`config.mk`:
```
export PLATFORM = sky130hd
export DESIGN_NAME = rf_write_arbiter_flat
export DESIGN_NICKNAME = d
export VERILOG_FILES = /design/src/rtl/rf_write_arbiter_pkg.sv /design/src/rtl/rf_write_arbiter_if.sv /design/src/rtl/rf_write_arbiter_rr_arbiter2.sv /design/src/rtl/rf_write_arbiter.sv /design/src/flat_wrapper.sv
export SDC_FILE = /design/constraint.sdc
export NUM_CORES = 1
export LEC_CHECK = 0
export ABC_AREA = 1
export CELL_PAD_IN_SITES_DETAIL_PLACEMENT = 0
export CELL_PAD_IN_SITES_GLOBAL_PLACEMENT = 2
export CORE_MARGIN = 8
export CORE_UTILIZATION = 20
export CTS_CLUSTER_SIZE = 25
export DETAILED_ROUTE_END_ITERATION = 12
export PLACE_DENSITY_LB_ADDON = 0.1
export SETUP_SLACK_MARGIN = 0.1
export SLEW_MARGIN = 20
export SYNTH_ARGS = -nofsm -noshare
export SYNTH_HDL_FRONTEND = slang
export SYNTH_SLANG_ARGS = --single-unit
```
`constraint.sdc`:
```
create_clock -name clk -period 2.7 [get_ports clk]
set_input_delay 0.27 -clock clk [delete_from_list [all_inputs] [get_ports clk]]
set_output_delay 0.27 -clock clk [all_outputs]
set_load 0.05 [all_outputs]
```
`src/rtl/rf_write_arbiter_pkg.sv`:
```
`default_nettype none
// ============================================================================
// Module      : rf_write_arbiter_pkg
// Description : Shared widths, requester indices and writeback request type
//               for the register-file write-port arbiter.
// Revision    : 1.0 - initial release
// ============================================================================
package rf_write_arbiter_pkg;

  localparam int RF_ADDR_W   = 5;
  localparam int RF_DATA_W   = 32;
  localparam int RF_NUM_REGS = 32;

  localparam int REQ_ALU  = 0;
  localparam int REQ_LOAD = 1;

  typedef struct packed {
    logic                 valid;
    logic [RF_ADDR_W-1:0] rd;
    logic [RF_DATA_W-1:0] data;
  } wb_req_t;

endpackage
`default_nettype wire

```
`src/rtl/rf_write_arbiter_if.sv`:
```
`default_nettype none
// ============================================================================
// Module      : rf_write_arbiter_if
// Description : Requester handshakes, hold, register-file write port and
//               hazard-visibility signals of the write-port arbiter.
// Revision    : 1.0 - initial release
// ============================================================================
interface rf_write_arbiter_if
  import rf_write_arbiter_pkg::*;
#(
  parameter int ADDR_W = RF_ADDR_W,
  parameter int DATA_W = RF_DATA_W,
  parameter int CNT_W  = 16
);

  logic              req0_valid;
  logic [ADDR_W-1:0] req0_rd;
  logic [DATA_W-1:0] req0_data;
  logic              req0_ready;
  logic              req1_valid;
  logic [ADDR_W-1:0] req1_rd;
  logic [DATA_W-1:0] req1_data;
  logic              req1_ready;
  logic              hold;
  logic              rf_reg_write;
  logic [ADDR_W-1:0] rf_write_reg;
  logic [DATA_W-1:0] rf_write_data;
  logic [31:0]       pending_mask;
  logic              fwd_valid;
  logic [ADDR_W-1:0] fwd_rd;
  logic [DATA_W-1:0] fwd_data;
  logic [CNT_W-1:0]  write_count;

  modport master (
    output req0_valid, req0_rd, req0_data,
    output req1_valid, req1_rd, req1_data,
    output hold,
    input  req0_ready, req1_ready,
    input  rf_reg_write, rf_write_reg, rf_write_data,
    input  pending_mask, fwd_valid, fwd_rd, fwd_data, write_count
  );

  modport slave (
    input  req0_valid, req0_rd, req0_data,
    input  req1_valid, req1_rd, req1_data,
    input  hold,
    output req0_ready, req1_ready,
    output rf_reg_write, rf_write_reg, rf_write_data,
    output pending_mask, fwd_valid, fwd_rd, fwd_data, write_count
  );

endinterface
`default_nettype wire

```
`src/rtl/rf_write_arbiter_rr_arbiter2.sv`:
```
`default_nettype none
// ============================================================================
// Module      : rr_arbiter2
// Description : Two-way round-robin grant with its last-grant flop; the flop
//               only advances when a grant is issued with en_i high.
// Revision    : 1.0 - initial release
// ============================================================================
module rr_arbiter2
  import rf_write_arbiter_pkg::*;
(
  input  logic       clk,
  input  logic       reset,
  input  logic       en_i,
  input  logic [1:0] req_i,
  output logic [1:0] grant_o
);

  logic last_grant_q;
  logic last_grant_d;

  // On a conflict the requester that did not win last time is preferred.
  always_comb begin
    grant_o = 2'b00;
    if (en_i) begin
      if (req_i[REQ_ALU] && req_i[REQ_LOAD]) begin
        if (last_grant_q) grant_o[REQ_ALU]  = 1'b1;
        else              grant_o[REQ_LOAD] = 1'b1;
      end else begin
        grant_o = req_i;
      end
    end
  end

  always_comb begin
    last_grant_d = last_grant_q;
    if (grant_o != 2'b00) last_grant_d = grant_o[REQ_LOAD];
  end

  // Reset value makes req0 the winner of the first conflict.
  always_ff @(posedge clk or posedge reset) begin
    if (reset) last_grant_q <= 1'b1;
    else       last_grant_q <= last_grant_d;
  end

endmodule
`default_nettype wire

```
`src/rtl/rf_write_arbiter.sv`:
```
`default_nettype none
// ============================================================================
// Module      : rf_write_arbiter
// Description : Shares the register-file write port between the ALU and load
//               writeback paths through one registered output stage.
// Revision    : 1.0 - initial release
// ============================================================================
module rf_write_arbiter
  import rf_write_arbiter_pkg::*;
#(
  parameter int DATA_W = RF_DATA_W,
  parameter int ADDR_W = RF_ADDR_W,
  parameter int CNT_W  = 16
)(
  input  logic              clk,
  input  logic              reset,
  rf_write_arbiter_if.slave bus
);

  logic [1:0]        grant;
  logic              grant_any;
  logic [ADDR_W-1:0] sel_rd;
  logic [DATA_W-1:0] sel_data;
  logic              rf_we;
  logic [31:0]       pending;

  logic              out_valid_q, out_valid_d;
  logic [ADDR_W-1:0] out_rd_q,    out_rd_d;
  logic [DATA_W-1:0] out_data_q,  out_data_d;
  logic [CNT_W-1:0]  count_q,     count_d;

  // Gating with reset keeps both readies low while reset is held.
  rr_arbiter2 u_arb (
    .clk     (clk),
    .reset   (reset),
    .en_i    (!bus.hold && !reset),
    .req_i   ({bus.req1_valid, bus.req0_valid}),
    .grant_o (grant)
  );

  assign grant_any = |grant;
  assign sel_rd    = grant[REQ_LOAD] ? bus.req1_rd   : bus.req0_rd;
  assign sel_data  = grant[REQ_LOAD] ? bus.req1_data : bus.req0_data;

  // A grant to x0 is consumed but leaves the stage empty.
  always_comb begin
    out_valid_d = out_valid_q;
    out_rd_d    = out_rd_q;
    out_data_d  = out_data_q;
    if (!bus.hold) begin
      out_valid_d = grant_any && (sel_rd != '0);
      if (grant_any) begin
        out_rd_d   = sel_rd;
        out_data_d = sel_data;
      end
    end
  end

  assign rf_we   = out_valid_q && !bus.hold;
  assign count_d = count_q + CNT_W'(rf_we);

  always_ff @(posedge clk or posedge reset) begin
    if (reset) begin
      out_valid_q <= 1'b0;
      out_rd_q    <= '0;
      out_data_q  <= '0;
      count_q     <= '0;
    end else begin
      out_valid_q <= out_valid_d;
      out_rd_q    <= out_rd_d;
      out_data_q  <= out_data_d;
      count_q     <= count_d;
    end
  end

  for (genvar gi = 0; gi < RF_NUM_REGS; gi++) begin : g_pending
    assign pending[gi] = out_valid_q && (out_rd_q == ADDR_W'(gi));
  end

  assign bus.req0_ready    = grant[REQ_ALU];
  assign bus.req1_ready    = grant[REQ_LOAD];
  assign bus.rf_reg_write  = rf_we;
  assign bus.rf_write_reg  = out_rd_q;
  assign bus.rf_write_data = out_data_q;
  assign bus.pending_mask  = pending;
  assign bus.fwd_valid     = out_valid_q;
  assign bus.fwd_rd        = out_rd_q;
  assign bus.fwd_data      = out_data_q;
  assign bus.write_count   = count_q;

endmodule
`default_nettype wire

```
`src/flat_wrapper.sv`:
```
// flat-port wrapper written by rule: the top's interface ports become plain ports
module rf_write_arbiter_flat import rf_write_arbiter_pkg::*;
#(
  parameter int DATA_W = RF_DATA_W,
  parameter int ADDR_W = RF_ADDR_W,
  parameter int CNT_W  = 16
)
  (clk, reset, bus_req0_valid, bus_req0_rd, bus_req0_data, bus_req1_valid, bus_req1_rd, bus_req1_data, bus_hold, bus_req0_ready, bus_req1_ready, bus_rf_reg_write, bus_rf_write_reg, bus_rf_write_data, bus_pending_mask, bus_fwd_valid, bus_fwd_rd, bus_fwd_data, bus_write_count);
  rf_write_arbiter_if #(.ADDR_W(ADDR_W), .DATA_W(DATA_W), .CNT_W(CNT_W)) bus_i ();
  input  logic clk;
  input  logic reset;
  input wire logic [$bits(bus_i.req0_valid)-1:0] bus_req0_valid;
  input wire logic [$bits(bus_i.req0_rd)-1:0] bus_req0_rd;
  input wire logic [$bits(bus_i.req0_data)-1:0] bus_req0_data;
  input wire logic [$bits(bus_i.req1_valid)-1:0] bus_req1_valid;
  input wire logic [$bits(bus_i.req1_rd)-1:0] bus_req1_rd;
  input wire logic [$bits(bus_i.req1_data)-1:0] bus_req1_data;
  input wire logic [$bits(bus_i.hold)-1:0] bus_hold;
  output wire logic [$bits(bus_i.req0_ready)-1:0] bus_req0_ready;
  output wire logic [$bits(bus_i.req1_ready)-1:0] bus_req1_ready;
  output wire logic [$bits(bus_i.rf_reg_write)-1:0] bus_rf_reg_write;
  output wire logic [$bits(bus_i.rf_write_reg)-1:0] bus_rf_write_reg;
  output wire logic [$bits(bus_i.rf_write_data)-1:0] bus_rf_write_data;
  output wire logic [$bits(bus_i.pending_mask)-1:0] bus_pending_mask;
  output wire logic [$bits(bus_i.fwd_valid)-1:0] bus_fwd_valid;
  output wire logic [$bits(bus_i.fwd_rd)-1:0] bus_fwd_rd;
  output wire logic [$bits(bus_i.fwd_data)-1:0] bus_fwd_data;
  output wire logic [$bits(bus_i.write_count)-1:0] bus_write_count;
  assign bus_i.req0_valid = bus_req0_valid;
  assign bus_i.req0_rd = bus_req0_rd;
  assign bus_i.req0_data = bus_req0_data;
  assign bus_i.req1_valid = bus_req1_valid;
  assign bus_i.req1_rd = bus_req1_rd;
  assign bus_i.req1_data = bus_req1_data;
  assign bus_i.hold = bus_hold;
  assign bus_req0_ready = bus_i.req0_ready;
  assign bus_req1_ready = bus_i.req1_ready;
  assign bus_rf_reg_write = bus_i.rf_reg_write;
  assign bus_rf_write_reg = bus_i.rf_write_reg;
  assign bus_rf_write_data = bus_i.rf_write_data;
  assign bus_pending_mask = bus_i.pending_mask;
  assign bus_fwd_valid = bus_i.fwd_valid;
  assign bus_fwd_rd = bus_i.fwd_rd;
  assign bus_fwd_data = bus_i.fwd_data;
  assign bus_write_count = bus_i.write_count;
  rf_write_arbiter #(.DATA_W(DATA_W), .ADDR_W(ADDR_W), .CNT_W(CNT_W)) u_core (.clk(clk), .reset(reset), .bus(bus_i));
endmodule
```
# Yosys cells after proc, flatten, opt, wreduce, memory -nomap -nowiden
# Index checks and enable logic that the tools add are counted.
[classes]
reduce_logical = 43
mux = 6
eq_ne = 31
n_bitwise = 1
addsub = 1
[op_table]
columns = ["cell", "count"]
rows = [
  ["$eq A5 B5 Y1 const B", 16],
  ["$eq A5 B4 Y1 const B", 8],
  ["$logic_and A1 B1 Y1", 36],
  ["$mux W32", 1],
  ["$eq A5 B3 Y1 const B", 4],
  ["$add A16 B1 Y16", 1],
  ["$eq A5 B2 Y1 const B", 2],
  ["$eq A5 B1 Y1 const B", 1],
  ["$logic_not A5 Y1", 1],
  ["$mux W5", 1],
  ["$reduce_bool A5 Y1", 1],
  ["$mux W2", 2],
  ["$logic_not A1 Y1", 2],
  ["$mux W1", 2],
  ["$reduce_and A2 Y1", 1],
  ["$reduce_bool A2 Y1", 1],
  ["$reduce_or A2 Y1", 1],
  ["$not A1 Y1", 1],
]
[word_totals]
reg_bits = 55
in_bits = 79
wordCells = 87
out_inout_bits = 126

# Longest topological paths before layout
# Gate-level depths: netlist (run 1).
[logic_depth]
word_depth = 6
depth_mapped = 9
depth_no_buf = 9

# Hierarchy
# Synthesis (run 1) repeated with hierarchy kept, for this count alone.
[unflattened]
cells_unflattened = 425
hier_area_um2 = 3173.0
[by_module_without_submodules]
columns = ["mod", "n_inst", "cells_each", "area_per_inst_um2", "seq_area_each_um2"]
rows = [
  ["rf_write_arbiter", 1, 413, 3104.2, 1351.3],
  ["rr_arbiter2", 1, 12, 68.8, 26.3],
]

# Worst setup path after synthesis (run 1)
# Ideal clock, no wire load.
[synth_path]
path_type = "register -> register"
from = "register u_core.out_valid_q (netlist: u_core.bus.fwd_valid)"
to = "register u_core.count_q[14] (netlist: u_core.bus.write_count[14])"
required_time_ps = 2618
arrival_ps = 2654
n_path_buf = 0
setup_time_ps = 82
path_stages_with_launch = 10
slack_ps = -36
period_less_slack_ps = 2736
cell_sequence = "dfrtp_1 -> inv_1 -> nor2_1 -> ha_1 -> ha_1 -> nand2_1 -> nor2_1 -> nand3_1 -> nor3_1 -> xor2_1"
[synth_between]
elab_chain_len = 2
[synth_lines]
columns = ["item", "line", "text"]
rows = [
  ["start, declared", "rf_write_arbiter.sv:27", "logic out_valid_q, out_valid_d;"],
  ["start signal, assigned", "rf_write_arbiter.sv:69", "out_valid_q <= out_valid_d;"],
  ["$logic_and A1 B1 Y1", "rf_write_arbiter.sv:59", "assign rf_we = out_valid_q && !bus.hold;"],
  ["named net bus_rf_reg_write", "flat_wrapper.sv:21", "output wire logic [$bits(bus_i.rf_reg_write)-1:0] bus_rf_reg_write;"],
  ["$add A16 B1 Y16", "rf_write_arbiter.sv:60", "assign count_d = count_q + CNT_W'(rf_we);"],
  ["named net u_core.count_d[14]", "rf_write_arbiter.sv:30", "logic [CNT_W-1:0] count_q, count_d;"],
  ["end signal, assigned", "rf_write_arbiter.sv:72", "count_q <= count_d;"],
  ["end, declared", "rf_write_arbiter.sv:30", ""],
]
# The timed path passes the listed nets, and every way through them passes these cells.
# A chain may end at the register's enable or synchronous reset.

# Worst setup path after layout (run 1)
[layout_path]
from = "register u_core.out_rd_q[4] (netlist: u_core.bus.fwd_rd[4])"
to = "output port bus_pending_mask[15]"
[layout_between]
elab_chain_len = 2
[layout_lines]
columns = ["item", "line", "text"]
rows = [
  ["start, declared", "rf_write_arbiter.sv:28", "logic [ADDR_W-1:0] out_rd_q, out_rd_d;"],
  ["start signal, assigned", "rf_write_arbiter.sv:70", "out_rd_q <= out_rd_d;"],
  ["$eq A5 B4 Y1", "rf_write_arbiter.sv:77", "assign pending[gi] = out_valid_q && (out_rd_q == ADDR_W'(gi));"],
  ["$logic_and A1 B1 Y1", "rf_write_arbiter.sv:77", ""],
  ["end, declared", "flat_wrapper.sv:24", "output wire logic [$bits(bus_i.pending_mask)-1:0] bus_pending_mask;"],
]
# No other way between the ends.

==> summary.txt, run 1 <==
Hold path
  – Worst min path class: in -> async

CTS
  – Clk_lat worst skew: 0.31 ns
  – CTS sink cnt: 55
  – Post-CTS Setup Bufs: 0
  – Total CTS buffers: 5
  – Post-CTS resize count: 0
  – Cts-stage hold buffer count: 0
  – Clock Pin Slew Worst Setup and Hold Paths: 0.08 ns
  – CTS tree: done
  – Max H-tree Level: 2
  – Clk root buf: clkbuf_16
  – Maximum clock insertion buffer count: 2

STA
  – Worst Clk Skew: 0.00947 ns
  – Fmax: 0.409 GHz
  – Setup TNS: 0 ns
  – Min Tclk post-route: 2.44 ns
  – Setup ws final: 0.257 ns
  – Final Hold Vio Count: 0
  – Worst slew pin tran: 0.536 ns
  – Final Cycle Share: 90.5%
  – Relative slew slack: 64.2%
  – Final Setup Violations: 0
  – RSZ-0062 raised after global routing: no
  – Fin. max-slew vios: 0

Critical path
  – Slowest-stage cell, CP: clkdlybuf4s50_1
  – CP Cell Sequence: or2_2, nor2_1, clkdlybuf4s50_1
  – CP Capture Type: output pin
  – Worst r2r dst: u_core.bus.write_count[14]
  – Crit path DAT: 2.17 ns
  – Setup crit start kind: flip-flop
  – Kind of critical path: reg -> out
  – Slowest stage delay, CP: 0.82 ns
  – Worst R2R Path Depth: 9
  – Max Fanout on Critical Path: 16
  – R2r startpoint: u_core.bus.fwd_valid
  – Worst EP required: 2.43 ns
  – Reg2Reg Setup Slack: 0.85 ns

Final layout
  – Fin util: 34.0%
  – ANT cells: 0
  – Area grow syn2layout: 68.6%
  – Ratio of cells with drive above 1 in the final layout: 4.42%
  – Nets: 645
  – Cell area after layout: 5320 µm²

Synthesis
  – YS warnings: 0
  – Yosys cell types: 27
  – Mapped Nets: 481
  – Largest family of logic cells by synthesized area: simple AND/OR/NAND/NOR gates
  – Sequential element share of the synthesized area: 43.7%
  – Adder-Cell Fraction of Synth Area: 0.793%
  – Synth Area in Compound Gates: 11.6%
  – Syn avg cell area: 7.89 µm²
  – Mapped Cells: 400
  – Number of synthesized register bits: 55
  – Simple logic cell fraction of the synthesized area: 25.6%
  – Cell Area, Synth: 3160 µm²
  – Mux share of post-synthesis cell area: 0%
  – Xor and xnor area share after synthesis: 3.89%

Floorplanning
  – Initial Utilization: 20.2%
  – Num ports: 205
  – Core area: 15700 µm²
  – Die ar.: 20100 µm²
  – Row count: 46
  – Die W: 142 µm
  – Die height: 142 µm

Power
  – Leakage: 0.00219 µW
  – Pwr per Cell Area: 688 nW/µm²
  – Overall power: 3660 µW
  – Max VDD drop: 276 µV

Routing
  – ANT nets after route: 0
  – Initial DRC Count: 79
  – Routed WL: 11.8 mm
  – DR vias: 3073
  – Number of iterations in the first detailed-routing pass: 4
  – Drt wl/cell: 15.1 µm
  – # DRC: 0
  – DR vias/cell: 3.93

Global route
  – First-pass GRT wire length: 18.2 mm
  – Initial antenna violation count: 0
  – Number of global-route vias before repair: 3367
  – GRT Util Overall: 11.7%
  – Congestion Overflow GR: 0
  – Pin count of the biggest net entering global routing: 34

Placed design
  – Port bufs: 204
  – Worst slack, placed: 0.472 ns
  – Final GP Congestion: 0.709
  – DP HPWL: 9.41 mm
  – Post-DP Area: 5170 µm²

Run status
  – Outcome: finished, final reports clean

Flow run
  – MaxCap Viol Count: 0
sequential cells by signal, indices dropped and copies added, names as in the netlist:
signal and count:
u_core.bus.fwd_data 32, u_core.bus.fwd_rd 5, u_core.bus.fwd_valid 1, u_core.bus.write_count 16, u_core.u_arb.last_grant_q 1
final cells by class:
type	count	area [µm²]
fillers	1683	10300
repair buffers	211	2100
flip-flops and latches	55	1380
multi-input cells	269	1330
well taps	216	270
clock buffers	5	125
inverters	22	85.1
clock inverters	3	27.5
layout by cell type (no fill, tap or decap), types with 6 or more instances in the layout:
cell,count
nand2_1,83
xor2_1,10
buf_4,8
o21ai_0,11
nor2_1,44
or2_1,31
inv_1,19
o21ai_1,58
clkdlybuf4s50_1,201
nand4_1,6
dfrtp_1,54
nand3_1,7
logic make-up after synthesis:
| kind of cell | Yosys count |
|---|---|
| XOR/XNOR | 14 |
| AND/OR/NAND/NOR | 181 |
| AO/OA/AOI/OAI | 72 |
| adder cells (fa/ha/maj) | 2 |
| flip-flops | 55 |
| buffers and inverters | 76 |
through the flow:
step	hold WS, ns	instances
2_1_floorplan	0.454	400
3_3_place_gp	0.466	773
3_5_place_dp	0.463	773
4_1_cts	0.451	781
5_1_grt	0.489	781
6_report	0.439	781
cell usage after synthesis (all sizes together):
cell	instances	area share, %
clkinv	1	0.12
nand4	6	1.2
a211oi	1	0.24
nand2	83	9.9
clkbuf	8	0.95
a21oi	1	0.16
buf	46	11
dfstp	1	0.83
o21ai	70	11
xor2	10	2.8
inv	21	2.6
xnor2	4	1.1
nor2	46	5.7
nand3	8	1.4
ha	2	0.79
or2	34	6.7
nor3	4	0.63
dfrtp	54	43
worst max-delay path by stage:
| stage | from | end | slack, ns |
|---|---|---|---|
| after floorplan | u_core.bus.fwd_valid | u_core.bus.write_count[14] | 0.22 |
| final | u_core.bus.fwd_rd[4] | bus_pending_mask[15] | 0.26 |
| after global placement | bus_hold | bus_req1_ready | 0.53 |
| after CTS | u_core.bus.fwd_rd[4] | bus_pending_mask[15] | 0.21 |
| after global routing | u_core.bus.fwd_rd[4] | bus_pending_mask[6] | 0.10 |
| after detailed placement | bus_hold | u_core.bus.write_count[14] | 0.47 |
routing by layer:
metal | up-vias | GRT usage, % | part of all wire, %
met1 | 1387 | 12.8 | 41
met5 | - | 0 | 0
met4 | 0 | 3.05 | 0.84
met3 | 7 | 4.60 | 8.8
li1 | 1560 | - | -
met2 | 119 | 20.6 | 49
report_power, final:
| part | leakage (µW) | internal [µW] | switching (µW) |
|---|---|---|---|
| registers | 0.000682 | 968 | 148 |
| logic | 0.00144 | 615 | 1220 |
| clock network | 0.0000719 | 354 | 351 |
critical path: cells and delay by family, from the launching register on:
family	cells	cell delay, ns
buffers and inverters	1	0.82
AND/OR/NAND/NOR	2	0.60
flip-flops	1	0.44
Power figures use the tool's default switching activity.
==> run 2: changes to the inputs <==
--- a/config.mk
+++ b/config.mk
@@ -5,13 +5,13 @@
 export SDC_FILE = /design/constraint.sdc
 export NUM_CORES = 1
 export LEC_CHECK = 0
-export ABC_AREA = 1
 export CELL_PAD_IN_SITES_DETAIL_PLACEMENT = 0
 export CELL_PAD_IN_SITES_GLOBAL_PLACEMENT = 2
 export CORE_MARGIN = 8
 export CORE_UTILIZATION = 20
 export CTS_CLUSTER_SIZE = 25
 export DETAILED_ROUTE_END_ITERATION = 12
+export GPL_TIMING_DRIVEN = 0
 export PLACE_DENSITY_LB_ADDON = 0.1
 export SETUP_SLACK_MARGIN = 0.1
 export SLEW_MARGIN = 20
==> summary.txt, run 2 <==
CTS
  – Maximum clock insertion buffer count: 2 (unchanged)
  – Clock Pin Slew Worst Setup and Hold Paths: 0.08 ns (about the same)
  – Cts-stage hold buffer count: 0 (unchanged)
  – Total CTS buffers: 5 (unchanged)
  – CTS sink cnt: 55 (unchanged)
  – Max H-tree Level: 2 (unchanged)
  – CTS tree: done
  – Clk_lat worst skew: 0.31 ns (about the same)
  – Clk root buf: clkbuf_16

Critical path
  – Worst r2r dst: u_core.bus.write_count[10]
  – R2r startpoint: u_core.bus.fwd_valid
  – Kind of critical path: reg -> out
  – CP Cell Sequence: nor2b_1, nand3_1, nor2_1, clkdlybuf4s50_1
  – CP Capture Type: output pin
  – Setup crit start kind: flip-flop
  – Max Fanout on Critical Path: 8 (-8)
  – Worst R2R Path Depth: 7 (-2)
  – Slowest-stage cell, CP: clkdlybuf4s50_1
  – Reg2Reg Setup Slack: 0.63 ns (-0.22 ns)
  – Worst Setup SP: u_core.bus.fwd_rd[2]
  – Worst EP required: 2.43 ns (about the same)
  – Slowest stage delay, CP: 0.83 ns (about the same)
  – Crit path DAT: 2.18 ns (about the same)

Floorplanning
  – Die W: 138 µm (-2.2%)
  – Core area: 14600 µm² (-6.8%)
  – Die ar.: 19200 µm² (-4.4%)
  – Row count: 44 (-4.3%)
  – Num ports: 205 (unchanged)
  – Initial Utilization: 20.5% (+0.39 points)
  – Die height: 138 µm (-2.2%)

Synthesis
  – Ys flop type: dfrtp_1
  – Mapped Nets: 448 (-6.9%)
  – Syn avg cell area: 8.17 µm² (+3.5%)
  – Number of synthesized flops with an enable pin: 0 (unchanged)
  – Number of synthesized register bits: 55 (unchanged)
  – Mapped Cells: 367 (-8.3%)
  – Ys async rst share: 100% (unchanged)
  – Synth top area cells: dfrtp_1, a21oi_1, buf_4, nor2_1, nand2_1
  – Area leader, netlist: dfrtp_1
  – Synth top cells by count: nor2_1, a21oi_1, dfrtp_1
  – Cell Area, Synth: 3000 µm² (-5.0%)
  – Synth top area share: 45.1% (+2.3 points)
  – YS warnings: 0 (unchanged)
  – Top-count cell post-synth: nor2_1
  – Sequential element share of the synthesized area: 46.0% (+2.3 points)
  – Yosys cell types: 29 (+7.4%)

STA
  – Fmax: 0.409 GHz (-0.17%)
  – RSZ-0062 raised after global routing: no
  – Setup TNS: 0 ns (unchanged)
  – Worst slew pin tran: 0.551 ns (+0.0159 ns)
  – Relative slew slack: 63.1% (-1.1 points)
  – Worst Clk Skew: 0.00852 ns (-0.000949 ns)
  – Final Cycle Share: 90.6% (+0.16 points)
  – Fin. max-slew vios: 0 (unchanged)
  – Final Setup Violations: 0 (unchanged)
  – Tightest hold margin: 0.320 ns (-0.119 ns)
  – Min Tclk post-route: 2.45 ns (+0.00428 ns)
  – Final Hold Vio Count: 0 (unchanged)

Final layout
  – FF+latch area: 1380 µm² (unchanged)
  – ANT cells: 0 (unchanged)
  – Most common cell after layout, fill and taps aside: clkdlybuf4s50_1
  – Multi-input gate area: 1220 µm² (-8.0%)
  – Nets: 660 (+2.3%)
  – Max reg flops: 32 (unchanged)
  – Most frequent cells in the layout: clkdlybuf4s50_1, nor2_1, a21oi_1
  – Ratio of cells with drive above 1 in the final layout: 11.7% (+7.3 points)
  – Cell area after layout: 5510 µm² (+3.5%)
  – Area grow syn2layout: 83.7%
  – Fin util: 37.7% (+3.8 points)
  – Fill cells: 1506 (-11%)

Placed design
  – Final GP Congestion: 0.721 (+1.7%)
  – Post-DP Area: 5300 µm² (+2.6%)
  – DP HPWL: 9.95 mm (+5.7%)
  – Port bufs: 204 (unchanged)

Power
  – Pwr per Cell Area: 677 nW/µm² (-1.6%)
  – Max VDD drop: 650 µV (+140%)
  – Overall power: 3730 µW (+1.8%)
  – Leakage: 0.00270 µW (+23%)

Global route
  – Congestion Overflow GR: 0 (unchanged)
  – First-pass GRT wire length: 19.7 mm (+8.0%)
  – Number of global-route vias before repair: 3275 (-2.7%)
  – Pin count of the biggest net entering global routing: 40 (+18%)
  – Initial antenna violation count: 0 (unchanged)
  – GRT Util Overall: 12.9% (+1.2 points)

Routing
  – DR vias/cell: 4.17 (+6.1%)
  – Routed WL: 12.8 mm (+8.4%)
  – Initial DRC Count: 103 (+30%)
  – Drt wl/cell: 16.8 µm (+11%)
  – # DRC: 0 (unchanged)
  – DR vias: 3189 (+3.8%)
  – ANT nets after route: 0 (unchanged)
  – Number of iterations in the first detailed-routing pass: 4 (unchanged)

Flow run
  – MaxCap Viol Count: 0 (unchanged)

Hold path
  – Worst min path class: in -> async

Run status
  – Outcome: finished, final reports clean
run 2: changes by cell type in the layout (fill, tap and decap cells not counted), moves of 11 or more:
cell             delta
a21oi_1            +73
buf_4              +33
clkdlybuf4s50_1    -18
dlymetal6s2s_1     +18
inv_1              -18
nand2_1            -31
nor2_1             +33
o21ai_0            -11
o21ai_1            -57
or2_1              -31
run 2: layout make-up:
cell class,count,area share [%]
repair buffers,205,38.4
well taps,184,4.18
clock inverters,3,0.613
plain buffers,56,7.02
flip-flops and latches,55,25.0
multi-input cells,253,22.2
clock buffers,5,2.27
inverters,3,0.250
run 2: worst max path at each step:
| stage | slack, ns | cells after the start | endpoint |
|---|---|---|---|
| 2_1_floorplan | 0.17 | 7 | u_core.bus.write_count[10] |
| 3_3_place_gp | -0.37 | 2 | u_core.bus.fwd_data[24] |
| 3_5_place_dp | 0.09 | 6 | bus_req1_ready |
| 4_1_cts | 0.11 | 4 | bus_pending_mask[8] |
| 5_1_grt | 0.11 | 4 | bus_pending_mask[21] |
| 6_report | 0.25 | 4 | bus_pending_mask[23] |
run 2: logic make-up (layout without fill, tap and decap cells):
| logic type | after synthesis | in the layout | share of synthesized area (%) |
|---|---|---|---|
| and+or+nand+nor | 161 | 161 | 23.1 |
| AOI/OAI and AO/OA | 76 | 76 | 12.8 |
| buffers and inverters | 59 | 272 | 13.3 |
| DFF | 55 | 55 | 46.0 |
| xor gates and xnor gates | 14 | 14 | 4.09 |
| adders and majority gates | 2 | 2 | 0.835 |
run 2: critical path, delay by kind of cell (launching register included):
family                 cells  cell delay, ns
buffers and inverters      1            0.83
and+or+nand+nor            3            0.55
DFF                        1            0.50
run 2: power breakdown:
part | switching, µW | total [µW] | internal (µW)
clock | 359 | 719 | 360
combinational | 1190 | 1890 | 705
sequential | 155 | 1120 | 960
run 2: repair_timing:
action | in CTS | in global routing
buffers inserted | 0 | 0
setup endpoints to repair | 2 | 19
gates resized for setup | 2 | 19
run 2: metrics by stage:
stage	setup WS, ns	cells
floorplan	0.173	367
global placement	-0.372	755
detailed placement	0.0925	756
CTS	0.107	764
global route	0.110	764
finish	0.253	764
run 2: layer usage:
metal | GRT usage [%] | vias up | wire (µm)
met5 | 0 | - | 0
met4 | 3.78 | 0 | 139
met1 | 15.8 | 1488 | 5680
met3 | 4.59 | 8 | 990
met2 | 20.7 | 113 | 6010
li1 | - | 1580 | -
